`src/rtl/hamming_rx_sequencer_if.sv`:
```
// Codeword, decoder and byte-output channels of the Hamming(12,8) receive sequencer.
// slave = sequencer side, master = SPI stage / decoder / downstream side.
interface hamming_rx_sequencer_if;
    logic        cw_valid;
    logic [11:0] cw_data;
    logic        cw_ready;
    logic [11:0] dec_data;
    logic        dec_fram;
    logic        dec_en;
    logic        dec_qvld;
    logic [7:0]  dec_byte;
    logic        dec_err_only;
    logic        dec_err_mul;
    logic        out_valid;
    logic [7:0]  out_data;
    logic [1:0]  out_err;
    logic        out_ready;

    modport slave (
        input  cw_valid, cw_data, dec_qvld, dec_byte,
        input  dec_err_only, dec_err_mul, out_ready,
        output cw_ready, dec_data, dec_fram, dec_en,
        output out_valid, out_data, out_err
    );

    modport master (
        output cw_valid, cw_data, dec_qvld, dec_byte,
        output dec_err_only, dec_err_mul, out_ready,
        input  cw_ready, dec_data, dec_fram, dec_en,
        input  out_valid, out_data, out_err
    );
endinterface

```
`src/rtl/hamming_rx_sequencer.sv`:
```
// Hamming(12,8) receive sequencer: codeword -> decoder -> byte, with error counters.
// DROP_MULTI_ERR_EN: uncorrectable codewords are counted but not forwarded.
module hamming_rx_sequencer #(
    parameter int TIMEOUT_CYC = 15,
    parameter int CNT_W       = 8
) (
    input  logic                   clk,
    input  logic                   rst_n,
    input  logic                   enable,
    input  logic                   cnt_clr,
    hamming_rx_sequencer_if.slave  bus,
    output logic [CNT_W-1:0]       corr_cnt,
    output logic [CNT_W-1:0]       uncorr_cnt,
    output logic                   timeout_err,
    output logic                   busy
);
    localparam int TW = (TIMEOUT_CYC > 2) ? $clog2(TIMEOUT_CYC) : 1;

    typedef enum logic [1:0] {
        IDLE,
        LOAD,
        WAIT,
        OUT
    } state_t;

    state_t           state_q;
    logic [11:0]      dec_data_q;
    logic             dec_fram_q;
    logic [TW-1:0]    wcnt_q;
    logic             out_valid_q;
    logic [7:0]       out_data_q;
    logic [1:0]       out_err_q;
    logic             timeout_q;
    logic [CNT_W-1:0] corr_q, corr_d;
    logic [CNT_W-1:0] uncorr_q, uncorr_d;
    logic             cap;

    assign cap = (state_q == WAIT) && bus.dec_qvld;

    // Clear has priority over a same-cycle increment.
    always_comb begin
        corr_d   = corr_q;
        uncorr_d = uncorr_q;
        if (cnt_clr) begin
            corr_d   = '0;
            uncorr_d = '0;
        end else if (cap) begin
            if (bus.dec_err_mul) begin
                if (uncorr_q != '1) uncorr_d = uncorr_q + 1'b1;
            end else if (bus.dec_err_only) begin
                if (corr_q != '1) corr_d = corr_q + 1'b1;
            end
        end
    end

    always_ff @(posedge clk or negedge rst_n) begin
        if (!rst_n) begin
            state_q     <= IDLE;
            dec_data_q  <= '0;
            dec_fram_q  <= 1'b0;
            wcnt_q      <= '0;
            out_valid_q <= 1'b0;
            out_data_q  <= '0;
            out_err_q   <= '0;
            timeout_q   <= 1'b0;
            corr_q      <= '0;
            uncorr_q    <= '0;
        end else begin
            dec_fram_q <= 1'b0;
            timeout_q  <= 1'b0;
            corr_q     <= corr_d;
            uncorr_q   <= uncorr_d;
            unique case (state_q)
                IDLE: begin
                    if (bus.cw_valid && enable) begin
                        dec_data_q <= bus.cw_data;
                        state_q    <= LOAD;
                    end
                end
                LOAD: begin
                    dec_fram_q <= 1'b1;
                    wcnt_q     <= '0;
                    state_q    <= WAIT;
                end
                WAIT: begin
                    if (bus.dec_qvld) begin
`ifdef DROP_MULTI_ERR_EN
                        if (bus.dec_err_mul) begin
                            state_q <= IDLE;
                        end else begin
                            out_data_q  <= bus.dec_byte;
                            out_err_q   <= {1'b0, bus.dec_err_only};
                            out_valid_q <= 1'b1;
                            state_q     <= OUT;
                        end
`else
                        out_data_q  <= bus.dec_byte;
                        out_err_q   <= {bus.dec_err_mul, bus.dec_err_only};
                        out_valid_q <= 1'b1;
                        state_q     <= OUT;
`endif
                    end else if (enable) begin
                        if (wcnt_q == TW'(TIMEOUT_CYC - 1)) begin
                            timeout_q <= 1'b1;
                            state_q   <= IDLE;
                        end else begin
                            wcnt_q <= wcnt_q + 1'b1;
                        end
                    end
                end
                OUT: begin
                    if (bus.out_ready) begin
                        out_valid_q <= 1'b0;
                        state_q     <= IDLE;
                    end
                end
                default: state_q <= IDLE;
            endcase
        end
    end

    assign bus.cw_ready  = (state_q == IDLE) && enable;
    assign bus.dec_data  = dec_data_q;
    assign bus.dec_fram  = dec_fram_q;
    assign bus.dec_en    = enable;
    assign bus.out_valid = out_valid_q;
    assign bus.out_data  = out_data_q;
    assign bus.out_err   = out_err_q;
    assign corr_cnt      = corr_q;
    assign uncorr_cnt    = uncorr_q;
    assign timeout_err   = timeout_q;
    assign busy          = (state_q != IDLE);
endmodule

```
`src/flat_wrapper.sv`:
```
// flat-port wrapper written by rule: the top's interface ports become plain ports
module hamming_rx_sequencer_flat 
#(
    parameter int TIMEOUT_CYC = 15,
    parameter int CNT_W       = 8
)
  (clk, rst_n, enable, cnt_clr, corr_cnt, uncorr_cnt, timeout_err, busy, bus_cw_valid, bus_cw_data, bus_dec_qvld, bus_dec_byte, bus_dec_err_only, bus_dec_err_mul, bus_out_ready, bus_cw_ready, bus_dec_data, bus_dec_fram, bus_dec_en, bus_out_valid, bus_out_data, bus_out_err);
  hamming_rx_sequencer_if bus_i ();
  input  logic clk;
  input  logic rst_n;
  input  logic enable;
  input  logic cnt_clr;
  output logic [CNT_W-1:0] corr_cnt;
  output logic [CNT_W-1:0] uncorr_cnt;
  output logic timeout_err;
  output logic busy;
  input wire logic [$bits(bus_i.cw_valid)-1:0] bus_cw_valid;
  input wire logic [$bits(bus_i.cw_data)-1:0] bus_cw_data;
  input wire logic [$bits(bus_i.dec_qvld)-1:0] bus_dec_qvld;
  input wire logic [$bits(bus_i.dec_byte)-1:0] bus_dec_byte;
  input wire logic [$bits(bus_i.dec_err_only)-1:0] bus_dec_err_only;
  input wire logic [$bits(bus_i.dec_err_mul)-1:0] bus_dec_err_mul;
  input wire logic [$bits(bus_i.out_ready)-1:0] bus_out_ready;
  output wire logic [$bits(bus_i.cw_ready)-1:0] bus_cw_ready;
  output wire logic [$bits(bus_i.dec_data)-1:0] bus_dec_data;
  output wire logic [$bits(bus_i.dec_fram)-1:0] bus_dec_fram;
  output wire logic [$bits(bus_i.dec_en)-1:0] bus_dec_en;
  output wire logic [$bits(bus_i.out_valid)-1:0] bus_out_valid;
  output wire logic [$bits(bus_i.out_data)-1:0] bus_out_data;
  output wire logic [$bits(bus_i.out_err)-1:0] bus_out_err;
  assign bus_i.cw_valid = bus_cw_valid;
  assign bus_i.cw_data = bus_cw_data;
  assign bus_i.dec_qvld = bus_dec_qvld;
  assign bus_i.dec_byte = bus_dec_byte;
  assign bus_i.dec_err_only = bus_dec_err_only;
  assign bus_i.dec_err_mul = bus_dec_err_mul;
  assign bus_i.out_ready = bus_out_ready;
  assign bus_cw_ready = bus_i.cw_ready;
  assign bus_dec_data = bus_i.dec_data;
  assign bus_dec_fram = bus_i.dec_fram;
  assign bus_dec_en = bus_i.dec_en;
  assign bus_out_valid = bus_i.out_valid;
  assign bus_out_data = bus_i.out_data;
  assign bus_out_err = bus_i.out_err;
  hamming_rx_sequencer #(.TIMEOUT_CYC(TIMEOUT_CYC), .CNT_W(CNT_W)) u_core (.clk(clk), .rst_n(rst_n), .enable(enable), .cnt_clr(cnt_clr), .bus(bus_i), .corr_cnt(corr_cnt), .uncorr_cnt(uncorr_cnt), .timeout_err(timeout_err), .busy(busy));
endmodule
```
`config.mk`:
```
export PLATFORM = sky130hd
export DESIGN_NAME = hamming_rx_sequencer_flat
export DESIGN_NICKNAME = d
export VERILOG_FILES = /design/src/rtl/hamming_rx_sequencer_if.sv /design/src/rtl/hamming_rx_sequencer.sv /design/src/flat_wrapper.sv
export SDC_FILE = /design/constraint.sdc
export NUM_CORES = 1
export LEC_CHECK = 0
export ABC_AREA = 1
export BUFFER_PORTS_ARGS = -buffer_cell sky130_fd_sc_hd__buf_2
export CAP_MARGIN = 30
export CORE_ASPECT_RATIO = 0.8
export CORE_MARGIN = 2
export CORE_UTILIZATION = 35
export CTS_BUF_LIST = sky130_fd_sc_hd__clkbuf_8 sky130_fd_sc_hd__clkbuf_16
export DETAILED_ROUTE_END_ITERATION = 8
export PLACE_DENSITY = 0.55
export SYNTH_ARGS = -nofsm -noshare
export SYNTH_HDL_FRONTEND = slang
export SYNTH_SLANG_ARGS = --single-unit
```
`constraint.sdc`:
```
create_clock -name clk -period 3.9 [get_ports clk]
set_clock_uncertainty 0.1 [all_clocks]
set_input_delay 0.195 -clock clk [delete_from_list [all_inputs] [get_ports clk]]
set_output_delay 0.195 -clock clk [all_outputs]
set_load 0.005 [all_outputs]
```
# Yosys cells after proc, flatten, opt, wreduce, memory -nomap -nowiden
# Cells that the tools add are included.
# word_totals
ff_bits	47
output_inout_bits	44
elab_cells	74
input_bits	29
# op_classes
eq_ne	15
n_reduce_logical	19
n_mux	27
add_sub_neg	3
# ops
cell	n
$mux 8	9
$add 8x1->8 const B	2
$ne 8x8->1 const B	2
$reduce_bool 2->1	8
$mux 4	3
$ne 2x2->1 const B	6
$reduce_and 4->1	3
$mux 2	5
$pmux 2 s4	1
$pmux 4 s2	1
$mux 1	7
$ne 3x3->1 const B	2
$reduce_and 3->1	2
$add 4x1->4 const B	1
$eq 2x2->1 const B	2
$eq 4x4->1 const B	1
$reduce_and 2->1	2
$logic_and 1x1->1	3
$eq 2x1->1 const B	1
$logic_not 2->1	1
$ne 2x1->1 const B	1
$pmux 1 s2	1

# Depth between registers and ports, before layout
# depth
ltp_word	6
mapped_depth	8
mapped_depth_nobuf	8

# Least setup slack after synthesis
# No wires, ideal clock.
# synth_timing
kind	register to register
from	reg u_core.corr_q[0] (netlist: u_core.corr_cnt[0])
to	reg u_core.corr_q[3] (netlist: u_core.corr_cnt[3])
path_buffers	0
stages_incl_launch_ff	9
path_slack_ps	2463
setup_ps	121
period_less_slack_ps	1437
arrival_ps	1216
path_cell_list	dfrtp_1 > ha_1 > nand3_2 > nor2_4 > nand2_2 > nand2_4 > nand2_4 > nand2_1 > o21ai_1
# synth_between
elab_chain_len	6
word_cells_on_any_way	9
# synth_lines
item	line	text
start, declared	hamming_rx_sequencer.sv:34	logic [CNT_W-1:0] corr_q, corr_d;
start signal, assigned	hamming_rx_sequencer.sv:71	corr_q <= corr_d;
$add 8x1->8	hamming_rx_sequencer.sv:51	if (corr_q != '1) corr_d = corr_q + 1'b1;
$mux 8	hamming_rx_sequencer.sv:51	
$mux 8	hamming_rx_sequencer.sv:50	end else if (bus.dec_err_only) begin
$mux 8	hamming_rx_sequencer.sv:48	if (bus.dec_err_mul) begin
$mux 8	hamming_rx_sequencer.sv:47	end else if (cap) begin
$mux 8	hamming_rx_sequencer.sv:44	if (cnt_clr) begin
# Several ways; a longest one is shown, not always the timed one. The select of a mux whose other input is x is not followed.
# A chain may end at the register's enable or synchronous reset.

# Worst setup path in the final report
# layout_timing
from	reg u_core.state_q[1]
to	out bus_cw_ready
# layout_between
elab_chain_len	2
# layout_lines
item	line	text
start, declared	hamming_rx_sequencer.sv:26	state_t state_q;
start signal, assigned	hamming_rx_sequencer.sv:58	state_q <= IDLE;
start signal, assigned	hamming_rx_sequencer.sv:77	state_q <= LOAD;
start signal, assigned	hamming_rx_sequencer.sv:83	state_q <= WAIT;
$logic_not 2->1	hamming_rx_sequencer.sv:122	assign bus.cw_ready = (state_q == IDLE) && enable;
$logic_and 1x1->1	hamming_rx_sequencer.sv:122	
end, declared	flat_wrapper.sv:24	output wire logic [$bits(bus_i.cw_ready)-1:0] bus_cw_ready;
# Every way passes these cells.

==> impl_metrics.toml <==
[die]
io-pin-count = 73
coreArea_sq_mm = 0.00647
die_width_um = 95.9
rows = 26
die_h_um = 77.5
start_util_pct = 36.5
die_area_sq_mm = 0.00743

[synthesis]
synth_nets = 329
synthArstFlopShare_pct = 100
ys_top_cells_by_area = "dfrtp_1 50%, nand2_1 18%, nand3_1 9.1%"
netlist_instances = 296
ys.flop_type = "dfrtp_1"
yosysTopAreaCellShare_pct = 49.7
ys_ff_latch = 47
synth_area_leader_cell = "dfrtp_1"
synth_seq_area_share_pct = 49.7
yosysWarnings = 0
syn_avg_cell_area_sq_um = 7.99
yosys.cell_count.top_type = "nand2_1"
yosys-top-cells-count = "114 x nand2_1, 47 x dfrtp_1, 43 x nand3_1"
synth-edff-count = 0
syn-cell-area_sq_mm = 0.00236
synth.distinct_cells = 25

[power_and_ir_drop]
power_mw = 1.54
ir_worst_vdd_mv = 0.252
power.density_mw_per_mm2 = 516
p_leak_nw = 1.63

[sta]
rsz0062_at_grt = "no"
max_freq_mhz = 558
tightestPinTransition_ns = 0.670
fin_setup_tns_ns = 0
slew_viol_final = 0
fin_crit_ns = 1.79
setup_viol = 0
finalHoldViolCount = 0
period_share_pct = 46.0
relSlewSlack_pct = 55.3

[critical_path]
crit_chain = "nor2_1 > inv_2 > nor2_4 > buf_2"
worstSetupStartpointType = "flip-flop"
worstSetupPathType = "flip-flop to output port"
r2r_start = "u_core.state_q[1]$_DFFE_PN0P_"
r2r_slack_ns = 2.27
endpoint_kind = "output port"
worst_r2r_endpoint = "u_core.bus.dec_data[11]$_DFFE_PN0P_"
critical_path_depth = 4
cp.required_ns = 3.61
reg2reg_depth = 6
slowest_delay_ns = 0.44
cp_slowest_cell = "dfrtp_1"
critPathBufInv = 2
crit_family = "simple AND/OR/NAND/NOR gates"
worstPathArrival_ns = 1.50
crit_fanout = 14

[layout]
diodes = 0
drive_above_1_share_pct = 24.9
regArea_sq_mm = 0.00118
post-route-util_pct = 46.1
multi_input_area_sq_mm = 0.00105
nNetsFinal = 410
nFillCells = 649
area_growth_pct = 26.3
fin_area_sq_mm = 0.00299

[min_path]
holdPathStages = 3
hold_start = "bus_dec_err_only"
hold_path.class = "input port to flip-flop"
hold_path_end = "u_core.bus.out_err[0]$_DFFE_PN0P_"

[clocking]
postCtsSetupBuffers = 0
hold_buffers = 8
cts_buffer_depth = 2
cts_resized = 0
numCtsBuffers = 5
clk-insertion-delay-late_ns = 0.29
cts_sinks = 47
clk_pin_slew_worst_paths_ns = 0.09
h-tree-depth = 2
cts_tree = "yes"
ctsRootBufferMaster = "clkbuf_8"

[drt]
final_antenna_net_count = 0
drt_iter0_markers = 81
firstDrtPassIters = 4
viasPerCell = 4.53
route.detailed.drc = 0
detail_route.wirelength_mm = 5.25
vias = 2093
routedWlPerCell_um = 11.4

[global_route]
grt_max_degree = 48
grt_pass1_vias = 2008
grt_pass1_wl_mm = 9.29
antenna_found_initial = 0
track_usage_pct = 15.6
grt_overflow_total = 0

[placed_design]
dp.final_hpwl_mm = 3.80
dpl-instance-area_sq_mm = 0.00279
gp_congestion = 0.799
io_buffers = 72

[run_status]
status = "finished, final reports clean"

[run]
maxCapViolations = 0
[cell usage in the layout, fill, tap and decap left out]
cell and n:
dlygate4sd3_1 8, o21ai_1 1, buf_4 1, buf_2 72
nor3b_1 1, clkbuf_8 6, nor3_1 2, clkinv_1 1
xnor2_1 1, nand2_1 114, nand3_4 1, nand3_1 43
nor2_1 23, ha_1 4, o21ai_0 8, inv_1 20
nand3_2 3, nand2_4 2, nor2_4 3, nand4_1 2
bufinv_16 1, xor2_1 5, dfrtp_1 47, nand2_2 2
nand3b_1 4, clkinv_2 1, inv_2 2
[cell type report]
cell class / instances / area share [%]
clock buffer: 6 / 2.76
clock inverter: 2 / 1.17
inverter: 23 / 2.89
multi-input combinational: 219 / 35.3
sequential: 47 / 39.4
tap: 84 / 3.52
timing repair buffer: 81 / 15.0
[cells by family after synthesis]
kind of cell | after synthesis | synth area share [%]
simple gates | 200 | 38.3
buf+inv | 30 | 5.71
flops | 47 | 49.7
fa+ha+maj | 4 | 2.12
compound gates | 9 | 1.90
xor+xnor | 6 | 2.22
[flip-flops by register name (all words and copies together), names as in the netlist]
signal                cells
u_core.bus.dec_data      12
u_core.bus.out_data       8
u_core.corr_cnt           8
u_core.uncorr_cnt         8
u_core.wcnt_q             4
u_core.bus.out_err        2
u_core.state_q            2
u_core.bus.dec_fram       1
u_core.bus.out_valid      1
u_core.timeout_err        1
[worst min-delay path, delay by kind of cell]
kind	cells	cell delay [ns]
AND/OR/NAND/NOR	2	0.10
buffers and inverters	1	0.09
[layer usage]
metal / vias up / track usage (%) / wire, um
li1: 1095 / - / -
met1: 945 / 22.1 / 2600
met2: 51 / 24.2 / 2350
met3: 2 / 3.40 / 261
met4: 0 / 3.86 / 30
met5: - / 0 / 0
[metrics by stage]
stage / worst slack [ns] / hold slack [ns] / cells
floorplan: 2.46 / -0.201 / 296
detailed placement: 2.28 / 0.234 / 446
global placement: 2.23 / 0.241 / 446
finish: 2.11 / 0.0171 / 462
global route: 2.00 / 0.0208 / 462
CTS: 2.10 / 0.00688 / 462
[how the worst max path moves through the flow]
stage | start | endpoint | slack, ns
2_1_floorplan | u_core.corr_cnt[0]$_DFFE_PN0P_ | u_core.corr_cnt[3]$_DFFE_PN0P_ | 2.46
3_3_place_gp | u_core.state_q[1]$_DFFE_PN0P_ | u_core.bus.dec_data[8]$_DFFE_PN0P_ | 2.23
3_5_place_dp | u_core.state_q[1]$_DFFE_PN0P_ | u_core.bus.dec_data[11]$_DFFE_PN0P_ | 2.28
4_1_cts | u_core.state_q[1]$_DFFE_PN0P_ | bus_cw_ready | 2.10
5_1_grt | u_core.state_q[1]$_DFFE_PN0P_ | bus_cw_ready | 2.00
6_report | u_core.state_q[1]$_DFFE_PN0P_ | bus_cw_ready | 2.11
[power by group]
group          leakage (nW)  switching [mW]  total (mW)  internal, mW
Combinational         0.952           0.265       0.460         0.195
Sequential            0.614          0.0898       0.716         0.626
Clock                0.0612           0.159       0.366         0.208
Total                  1.63           0.514        1.54          1.03
Power figures use the tool's default switching activity.
